--- src/rtl/median_pkg.sv ---
// Shared types and constants for the binary 3x3 median-filter frame controller.
package median_pkg;

    localparam int COORD_W     = 8;
    localparam int ADDR_W      = 2 * COORD_W;
    localparam int WINDOW_SIZE = 3;

    // Frame sequencing phases; source RAM ownership follows the phase.
    typedef enum logic [2:0] {
        IDLE,
        LOAD,
        ARM,
        FILTER,
        FLUSH,
        DONE
    } state_t;

    // RAM addresses are row-major with the row in the upper byte.
    function automatic logic [ADDR_W-1:0] pack_addr(
        input logic [COORD_W-1:0] y,
        input logic [COORD_W-1:0] x
    );
        return {y, x};
    endfunction

endpackage

--- src/rtl/median_res_addr_gen.sv ---
// Raster-order coordinate generator for the result RAM, with a flag that
// goes high once every position of the OUT_W x OUT_H region has been used.
module median_res_addr_gen
    import median_pkg::*;
#(
    parameter int OUT_W = 126,
    parameter int OUT_H = 126
) (
    input  logic               clk,
    input  logic               reset,
    input  logic               i_clear,
    input  logic               i_advance,
    output logic [COORD_W-1:0] o_res_x,
    output logic [COORD_W-1:0] o_res_y,
    output logic               o_full
);

    localparam logic [COORD_W-1:0] LAST_X = COORD_W'(OUT_W - 1);
    localparam logic [COORD_W-1:0] END_Y  = COORD_W'(OUT_H);

    logic [COORD_W-1:0] r_res_x;
    logic [COORD_W-1:0] r_res_y;

    // Step one position per accepted result, wrapping x at the end of each row.
    always_ff @(posedge clk or posedge reset) begin
        // NOTE: state is updated with non-blocking assignments so every
        // register samples pre-edge values regardless of statement order.
        if (reset) begin
            r_res_x <= '0;
            r_res_y <= '0;
        end else if (i_clear) begin
            r_res_x <= '0;
            r_res_y <= '0;
        end else if (i_advance) begin
            if (r_res_x == LAST_X) begin
                r_res_x <= '0;
                r_res_y <= r_res_y + 1'b1;
            end else begin
                r_res_x <= r_res_x + 1'b1;
            end
        end
    end

    assign o_res_x = r_res_x;
    assign o_res_y = r_res_y;
    // Row index reaching OUT_H means the last row has wrapped: region full.
    assign o_full  = (r_res_y == END_Y);

endmodule

--- src/rtl/median_frame_ctrl.sv ---
// Frame sequencer and source-RAM arbiter for the 3x3 median-filter engine.
// The host owns the source RAM during LOAD, the engine during FILTER/FLUSH;
// engine medians are written to the result RAM in raster order.
module median_frame_ctrl
    import median_pkg::*;
#(
    parameter int IMG_W     = 128,
    parameter int IMG_H     = 128,
    parameter int FLUSH_CYC = 4
) (
    input  logic               clk,
    input  logic               reset,
    input  logic               start,
    output logic               hostReady,
    input  logic               hostWrEn,
    input  logic [COORD_W-1:0] hostX,
    input  logic [COORD_W-1:0] hostY,
    input  logic               hostData,
    input  logic               hostLoadDone,
    output logic               engStart,
    input  logic [COORD_W-1:0] engX,
    input  logic [COORD_W-1:0] engY,
    output logic               engDataIn,
    input  logic               engFullImageDone,
    input  logic               engMedianValid,
    input  logic               engMedianData,
    output logic [ADDR_W-1:0]  memAddr,
    output logic               memWrEn,
    output logic               memWrData,
    input  logic               memRdData,
    output logic [ADDR_W-1:0]  resAddr,
    output logic               resWrEn,
    output logic               resWrData,
    output logic               busy,
    output logic               frameDone,
    output logic [7:0]         frameCount,
    output logic               hostOverrun,
    output logic               resCountErr
);

    localparam int OUT_W   = IMG_W - (WINDOW_SIZE - 1);
    localparam int OUT_H   = IMG_H - (WINDOW_SIZE - 1);
    localparam int FLUSH_W = (FLUSH_CYC > 1) ? $clog2(FLUSH_CYC) : 1;
    localparam logic [FLUSH_W-1:0] FLUSH_LOAD = FLUSH_W'(FLUSH_CYC - 1);

    state_t             r_state;
    logic [FLUSH_W-1:0] r_flush_cnt;
    logic               r_host_ready;
    logic               r_eng_start;
    logic               r_busy;
    logic               r_frame_done;
    logic [7:0]         r_frame_count;
    logic               r_host_overrun;
    logic               r_res_count_err;

    logic [COORD_W-1:0] w_res_x;
    logic [COORD_W-1:0] w_res_y;
    logic               w_res_full;
    logic               w_res_window;
    logic               w_res_wr;
    logic               w_res_drop;
    logic               w_res_clear;

    // Medians are only meaningful while the engine owns the frame.
    assign w_res_window = (r_state == FILTER) || (r_state == FLUSH);
    assign w_res_wr     = engMedianValid && w_res_window && !w_res_full;
    assign w_res_drop   = engMedianValid && w_res_window &&  w_res_full;
    assign w_res_clear  = (r_state == IDLE) && start;

    median_res_addr_gen #(
        .OUT_W (OUT_W),
        .OUT_H (OUT_H)
    ) u_res_addr_gen (
        .clk       (clk),
        .reset     (reset),
        .i_clear   (w_res_clear),
        .i_advance (w_res_wr),
        .o_res_x   (w_res_x),
        .o_res_y   (w_res_y),
        .o_full    (w_res_full)
    );

    // Frame FSM; host-visible status outputs are registered alongside the state.
    always_ff @(posedge clk or posedge reset) begin
        if (reset) begin
            r_state         <= IDLE;
            r_flush_cnt     <= '0;
            r_host_ready    <= 1'b0;
            r_eng_start     <= 1'b0;
            r_busy          <= 1'b0;
            r_frame_done    <= 1'b0;
            r_frame_count   <= '0;
            r_host_overrun  <= 1'b0;
            r_res_count_err <= 1'b0;
        end else begin
            // Sticky error capture; the IDLE start branch below overrides with a clear.
            if (hostWrEn && (r_state != LOAD)) r_host_overrun <= 1'b1;
            if (w_res_drop)                    r_res_count_err <= 1'b1;

            case (r_state)
                IDLE: begin
                    if (start) begin
                        r_state         <= LOAD;
                        r_host_ready    <= 1'b1;
                        r_busy          <= 1'b1;
                        r_host_overrun  <= 1'b0;
                        r_res_count_err <= 1'b0;
                    end
                end
                LOAD: begin
                    if (hostLoadDone) begin
                        r_state      <= ARM;
                        r_host_ready <= 1'b0;
                        r_eng_start  <= 1'b1;
                    end
                end
                ARM: begin
                    r_state     <= FILTER;
                    r_eng_start <= 1'b0;
                end
                FILTER: begin
                    if (engFullImageDone) begin
                        r_state     <= FLUSH;
                        r_flush_cnt <= FLUSH_LOAD;
                    end
                end
                FLUSH: begin
                    if (r_flush_cnt == '0) begin
                        r_state       <= DONE;
                        r_frame_done  <= 1'b1;
                        r_frame_count <= r_frame_count + 1'b1;
                    end else begin
                        r_flush_cnt <= r_flush_cnt - 1'b1;
                    end
                end
                DONE: begin
                    r_state      <= IDLE;
                    r_frame_done <= 1'b0;
                    r_busy       <= 1'b0;
                    // A full region is the only way to have written exactly OUT_W*OUT_H.
                    if (!w_res_full) r_res_count_err <= 1'b1;
                end
                default: r_state <= IDLE;
            endcase
        end
    end

    // Source/result RAM port muxing driven straight from the current phase.
    always_comb begin
        // NOTE: every output gets a default first so no path leaves it
        // unassigned, which would otherwise infer a latch.
        memAddr   = '0;
        memWrEn   = 1'b0;
        memWrData = 1'b0;
        resAddr   = '0;
        resWrEn   = 1'b0;
        resWrData = 1'b0;
        case (r_state)
            LOAD: begin
                memAddr   = pack_addr(hostY, hostX);
                memWrEn   = hostWrEn;
                memWrData = hostData;
            end
            FILTER, FLUSH: memAddr = pack_addr(engY, engX);
            default: ;
        endcase
        if (w_res_wr) begin
            resWrEn   = 1'b1;
            resAddr   = pack_addr(w_res_y, w_res_x);
            resWrData = engMedianData;
        end
    end

    // RAM read latency is absorbed by the engine, so data passes straight through.
    assign engDataIn   = memRdData;
    assign hostReady   = r_host_ready;
    assign engStart    = r_eng_start;
    assign busy        = r_busy;
    assign frameDone   = r_frame_done;
    assign frameCount  = r_frame_count;
    assign hostOverrun = r_host_overrun;
    assign resCountErr = r_res_count_err;

endmodule

--- config.mk ---
export PLATFORM = sky130hd
export DESIGN_NAME = median_frame_ctrl
export DESIGN_NICKNAME = d
export VERILOG_FILES = /design/src/rtl/median_pkg.sv /design/src/rtl/median_res_addr_gen.sv /design/src/rtl/median_frame_ctrl.sv
export SDC_FILE = /design/constraint.sdc
export NUM_CORES = 1
export LEC_CHECK = 0
export ABC_AREA = 1
export CELL_PAD_IN_SITES_DETAIL_PLACEMENT = 0
export CELL_PAD_IN_SITES_GLOBAL_PLACEMENT = 2
export CORE_ASPECT_RATIO = 0.8
export CORE_MARGIN = 2
export CORE_UTILIZATION = 24
export DETAILED_ROUTE_END_ITERATION = 8
export PLACE_DENSITY_LB_ADDON = 0.1
export SYNTH_ARGS = -nofsm -noshare
export SYNTH_HDL_FRONTEND = slang
export SYNTH_HIERARCHICAL = 1
export SYNTH_SLANG_ARGS = --single-unit
--- constraint.sdc ---
create_clock -name clk -period 5 [get_ports clk]
set_clock_uncertainty 0.2 [all_clocks]
set_input_delay 1 -clock clk [delete_from_list [all_inputs] [get_ports clk]]
set_output_delay 1 -clock clk [all_outputs]
set_load 0.1 [all_outputs]
==> flow_metrics.py, run 1 <==
metrics = {
    "yosys": {
        "seq_area_frac_synth": 0.371,
        "syn_nets": 393,
        "synth_cells": 345,
        "synth-seq-cells": 35,
        "synth.avg_cell_area_um2": 6.84,
        "synth_cell_type_count": 30,
        "ys_warn_count": 6,
        "synth_area_um2": 2360,
    },
    "critical_path": {
        "reg2reg_slack_ns": 1.97,
        "path_cells": "inv_1 -> ha_1 -> nand2_1 -> nor4_1 -> nand3b_4 -> inv_1 -> buf_4",
        "crit_family": "simple AND/OR/NAND/NOR gates",
        "worst-setup-path-type": "reg2out",
        "path_max_fanout": 18,
        "cp-startpoint": "u_res_addr_gen/o_res_y[0]$_DFFE_PP0P_",
        "endpoint_kind": "output pin",
        "cp_slowest_stage_delay_ns": 0.50,
        "crit_buf_inv": 3,
        "worstPathArrival_ns": 2.39,
        "crit_slowest_cell": "nor4_1",
        "timing.rr.start": "u_res_addr_gen/o_res_y[0]$_DFFE_PP0P_",
        "crit_path_start_kind": "flip-flop",
        "crit_path_frequent_cell": "inv_1",
        "critical_path_required_ns": 3.80,
    },
    "detailed_routing": {
        "drtIter0Drc": 74,
        "finalWirelength_mm": 6.76,
        "num_vias": 2301,
        "drt_pass1_iterations": 4,
        "drcViolationCount": 0,
        "antenna_left": 0,
        "viasPerCell": 4.15,
        "post_drt_wl_per_cell_um": 12.2,
    },
    "timing": {
        "slew_headroom": 0.327,
        "grt_setup_unrepaired": "no",
        "worstMarginPinSlew_ns": 1.01,
        "fmax_mhz": 278,
        "setup_viol": 0,
        "period_share": 0.718,
        "tns_ns": 0,
        "slew_violations": 0,
        "hold_violations": 0,
        "min_period_ns": 3.59,
    },
    "layout": {
        "multiInputGateArea_um2": 1150,
        "final_cell_mix": "nand2_1 (94), inv_1 (71), clkdlybuf4s50_1 (54), buf_4 (36)",
        "mostFrequentLayoutCell": "nand2_1",
        "fillers": 1055,
        "antenna_cells": 0,
        "syn_to_final_growth_pct": 43.9,
        "layout-drive-gt1-share": 0.152,
        "seq_area_um2": 876,
        "nNetsFinal": 482,
    },
    "cts": {
        "clock_sinks": 35,
        "cts_max_level": 2,
        "cts_made_buffers": 5,
        "cts_setup_buffers": 0,
        "clkLatencyLatePin_ns": 0.27,
        "cts_resized": 0,
        "clk_pin_slew_ns": 0.06,
        "clockRootBuffer": "clkbuf_16",
        "cts_tree": "done",
        "cts_max_path_buffers": 2,
        "postCtsHoldBufs": 0,
    },
    "floorplanning": {
        "core-area_um2": 9610,
        "io_pins": 93,
        "initial_utilization": 0.245,
        "die-area_um2": 10600,
        "die_h_um": 92.7,
        "placementRows": 32,
        "chipWidth_um": 115,
    },
    "global_route": {
        "grt.overflow.total": 0,
        "antenna_found_initial": 0,
        "grt_pass1_wl_mm": 11.1,
        "gr-usage-met1": 0.184,
        "grt_pass1_vias": 2265,
        "grt_use_total": 0.131,
        "grt_start_max_net_pins": 22,
        "grt-busiest-layer": "met2",
        "grt.met3_usage": 0.0321,
        "met2_usage": 0.202,
    },
    "run": {
        "drv_cap": 0,
    },
    "placement": {
        "io_buffers": 90,
        "hpwl_mm": 5.08,
        "place_congestion": 0.707,
    },
    "power": {
        "ir_drop_v": 0.000270,
        "power_mw": 2.39,
        "p_per_area_nw_per_um2": 705,
        "leakage_nw": 1.68,
    },
    "outcome": {
        "outcome": "complete, no violations",
    },
    "min_path": {
        "hold_path.startpoint": "r_flush_cnt[1]$_DFFE_PP0P_",
        "hp-class": "reg2reg",
    },
}
[cell families after synthesis]
| family | after synthesis | synth area share |
|---|---|---|
| adder cells (fa/ha/maj) | 6 | 0.0318 |
| XOR/XNOR | 9 | 0.0334 |
| AO/OA/AOI/OAI | 35 | 0.0822 |
| AND/OR/NAND/NOR | 180 | 0.340 |
| buffers and inverters | 80 | 0.141 |
| flip-flops | 35 | 0.371 |
[worst paths after layout]
check | cells after the start | end
max | 7 | resWrEn
min | 2 | r_flush_cnt[1]$_DFFE_PP0P_
max reg2reg | 12 | u_res_addr_gen/o_res_y[4]$_DFFE_PP0P_
min reg2reg | 2 | r_flush_cnt[1]$_DFFE_PP0P_
max in group asynchronous | 2 | engStart$_DFFE_PP0P_
min in group asynchronous | 2 | u_res_addr_gen/o_res_y[2]$_DFFE_PP0P_
[worst register-to-register path: stages (launching register included)]
cell and delay [ns]:
dfrtp_1 0.44, inv_1 0.15, ha_1 0.16, nand2_1 0.05, nor4_1 0.50, nand3b_4 0.43, inv_1 0.14, nor2_2 0.22
inv_1 0.14, nand2_4 0.22, inv_1 0.15, nand2_1 0.08, nand2_1 0.04
[state kept, by name, summed over array words and instances (netlist names)]
name / cells
busy: 1
engStart: 1
frameCount: 8
frameDone: 1
hostOverrun: 1
hostReady: 1
r_flush_cnt: 2
r_state: 3
resCountErr: 1
u_res_addr_gen/o_res_x: 8
u_res_addr_gen/o_res_y: 8
[per-layer routing]
metal	wire length, um	share of wire	up-vias
met3	468	0.069	2
met4	30	0.0044	0
met2	2780	0.41	64
met5	0	0	-
met1	3480	0.52	1011
li1	-	-	1224
[cells in the mapped netlist]
master	n	area, um^2
nand2_1	94	353
inv_1	71	267
dfrtp_1	35	876
nor2_1	35	131
o21ai_0	25	125
nand3_1	23	115
nor2_2	11	68.8
xor2_1	8	70.1
ha_1	6	75.1
nand4_1	6	37.5
o21ai_2	4	35.0
a21oi_1	3	15.0
buf_6	3	33.8
nand2_2	3	18.8
buf_2	2	10.0
buf_4	2	15.0
clkbuf_1	1	3.75
inv_2	1	3.75
nand2_4	1	11.3
nand3_2	1	10.0
nand3b_1	1	7.51
nand3b_4	1	20.0
nor2_4	1	11.3
nor3_1	1	5.00
nor4_1	1	6.26
o21ai_1	1	5.00
o21bai_1	1	7.51
o22ai_1	1	6.26
or2_2	1	6.26
xnor2_1	1	8.76
[per-stage QoR]
stage / hold slack [ns] / cells / util / area, um^2 / setup slack, ns
5_1_grt: 0.330 / 554 / 0.353 / 3390 / 1.15
6_report: 0.271 / 554 / 0.353 / 3390 / 1.41
2_1_floorplan: 0.242 / 345 / - / 2360 / 0.667
4_1_cts: 0.277 / 554 / 0.353 / 3390 / 1.31
3_3_place_gp: 0.257 / 546 / 0.339 / 3260 / 1.45
3_5_place_dp: 0.264 / 546 / 0.339 / 3260 / 1.42
[power by group]
part / internal (mW) / total, mW / leakage (nW) / switching, mW
logic: 0.336 / 1.62 / 1.16 / 1.28
registers: 0.372 / 0.476 / 0.457 / 0.103
clock network: 0.184 / 0.299 / 0.0679 / 0.115
[cell type report]
class / instances / area share
multi-input combinational: 230 / 0.339
tap: 119 / 0.0439
clock buffer: 7 / 0.0391
inverter: 72 / 0.0796
sequential: 35 / 0.258
timing repair buffer: 90 / 0.239
clock inverter: 1 / 0.00147
No activity file was read; power rests on OpenSTA's default activity.
==> inputs of run 2 (changes only) <==
--- a/config.mk
+++ b/config.mk
@@ -10,7 +10,7 @@
 export CELL_PAD_IN_SITES_GLOBAL_PLACEMENT = 2
 export CORE_ASPECT_RATIO = 0.8
 export CORE_MARGIN = 2
-export CORE_UTILIZATION = 24
+export CORE_UTILIZATION = 20
 export DETAILED_ROUTE_END_ITERATION = 8
 export PLACE_DENSITY_LB_ADDON = 0.1
 export SYNTH_ARGS = -nofsm -noshare
==> constraint.sdc (replaced) <==
create_clock -name clk -period 3 [get_ports clk]
set_clock_uncertainty 0.2 [all_clocks]
set_input_delay 0.6 -clock clk [delete_from_list [all_inputs] [get_ports clk]]
set_output_delay 0.6 -clock clk [all_outputs]
set_load 0.1 [all_outputs]
==> flow_metrics.py, run 2 (synthesized netlist as in run 1, its figures left out) <==
metrics = {
    "outcome": {
        "outcome": "complete, no violations",
    },
    "critical_path": {
        "crit_path_start_kind": "flip-flop",
        "worstPathArrival_ns": 2.02,
        "endpoint_kind": "output pin",
        "worst-setup-path-type": "reg2out",
        "critical_path_required_ns": 2.20,
        "path_max_fanout": 7,
    },
    "cts": {
        "clkLatencyLatePin_ns": 0.28,
        "cts_tree": "done",
        "clk_pin_slew_ns": 0.05,
        "cts_max_level": 2,
        "cts_setup_buffers": 0,
        "cts_max_path_buffers": 2,
        "cts_made_buffers": 5,
        "clock_sinks": 35,
        "clockRootBuffer": "clkbuf_16",
    },
    "placement": {
        "dp_cells": 583,
        "place_congestion": 0.716,
        "io_buffers": 90,
        "post-place-ws_ns": 0.362,
        "hpwl_mm": 5.52,
    },
    "layout": {
        "antenna_cells": 0,
        "final_cell_mix": "nand2_1 (94), inv_1 (71), clkdlybuf4s50_1 (40), buf_12 (36), dfrtp_1 (35)",
        "final_cells": 591,
        "layout-drive-gt1-share": 0.219,
        "mostFrequentLayoutCell": "nand2_1",
        "nNetsFinal": 490,
        "syn_to_final_growth_pct": 67.4,
    },
    "timing": {
        "setup_viol": 0,
        "slew_headroom": 0.477,
        "worstMarginPinSlew_ns": 0.784,
        "grt_setup_unrepaired": "no",
        "min_period_ns": 2.82,
        "hold_ws_ns": 0.268,
        "slew_violations": 0,
        "fin_ws_ns": 0.178,
        "fmax_mhz": 354,
        "period_share": 0.941,
        "hold_violations": 0,
    },
    "global_route": {
        "antenna_found_initial": 0,
        "grt_start_max_net_pins": 21,
        "grt_pass1_vias": 2343,
        "grt_use_total": 0.118,
        "grt_pass1_wl_mm": 12.1,
        "grt.overflow.total": 0,
    },
    "floorplanning": {
        "chipWidth_um": 125,
        "die_h_um": 101,
        "io_pins": 93,
        "initial_utilization": 0.205,
        "core-area_um2": 11500,
        "die-area_um2": 12700,
        "placementRows": 35,
    },
    "detailed_routing": {
        "num_vias": 2319,
        "finalWirelength_mm": 6.96,
        "antenna_left": 0,
        "drcViolationCount": 0,
        "viasPerCell": 3.92,
        "drt_pass1_iterations": 4,
        "post_drt_wl_per_cell_um": 11.8,
        "drtIter0Drc": 131,
    },
    "power": {
        "power_mw": 4.57,
        "ir_drop_v": 0.000427,
        "leakage_nw": 1.87,
        "p_per_area_nw_per_um2": 1160,
    },
    "run": {
        "drv_cap": 0,
    },
    "min_path": {
        "hp-class": "reg2reg",
    },
}
## run 2: cell types whose count changed in the layout (fill, tap and decap cells not counted), sizes merged
cell / previous run / this run
buf: 36 / 58
clkdlybuf4s50: 54 / 40
clkinv: 1 / 0
clkbuf: 7 / 8
## run 2: worst paths after layout
kind | start | endpoint | slack (ns) | cells after the start
min in group asynchronous | reset | u_res_addr_gen/o_res_y[2]$_DFFE_PP0P_ | 0.57 | 2
min reg2reg | r_flush_cnt[1]$_DFFE_PP0P_ | r_flush_cnt[1]$_DFFE_PP0P_ | 0.27 | 2
max reg2reg | u_res_addr_gen/o_res_y[0]$_DFFE_PP0P_ | u_res_addr_gen/o_res_y[4]$_DFFE_PP0P_ | 0.44 | 13
min | r_flush_cnt[1]$_DFFE_PP0P_ | r_flush_cnt[1]$_DFFE_PP0P_ | 0.27 | 2
max in group asynchronous | reset | hostOverrun$_DFF_PP0_ | 1.51 | 2
max | u_res_addr_gen/o_res_y[0]$_DFFE_PP0P_ | resAddr[5] | 0.18 | 9
## run 2: power by group
| part | total, mW | switching, mW | internal (mW) |
|---|---|---|---|
| clock network | 0.541 | 0.187 | 0.353 |
| registers | 0.795 | 0.174 | 0.621 |
| logic | 3.24 | 2.25 | 0.983 |
## run 2: layer usage
| metal | track usage | share of wire | up-vias | routed length [um] |
|---|---|---|---|---|
| li1 | - | - | 1245 | - |
| met1 | 0.171 | 0.53 | 1012 | 3700 |
| met2 | 0.178 | 0.41 | 60 | 2870 |
| met3 | 0.0264 | 0.049 | 2 | 343 |
| met4 | 0.0282 | 0.0055 | 0 | 38 |
| met5 | 0 | 0 | - | 0 |
## run 2: what timing repair did
action | CTS | global route
setup endpoints to repair | 0 | 1
gates resized for setup | 0 | 1
hold buffers | 0 | 0
## run 2: cell type report
type | count | area (um^2)
clock buffers | 8 | 156
fillers | 1235 | 7570
inverters | 72 | 270
multi-input cells | 230 | 1170
flip-flops and latches | 35 | 876
well taps | 148 | 185
repair buffers | 98 | 1290
## run 2: through the flow
stage          utilization  cell area (um^2)  TNS [ns]
6_report             0.343              3950         0
5_1_grt              0.343              3950         0
4_1_cts              0.342              3940         0
3_5_place_dp         0.329              3790         0
3_3_place_gp         0.329              3790         0
2_1_floorplan            -              2380     -5.77
## run 2: critical path, cell delays in order (launching register included)
cell and delay, ns:
dfrtp_1 0.43, inv_1 0.15, ha_1 0.16, nand2_1 0.05, nor4_1 0.19, buf_4 0.18, nand3b_4 0.16, buf_4 0.19
nor2_2 0.06, buf_12 0.16
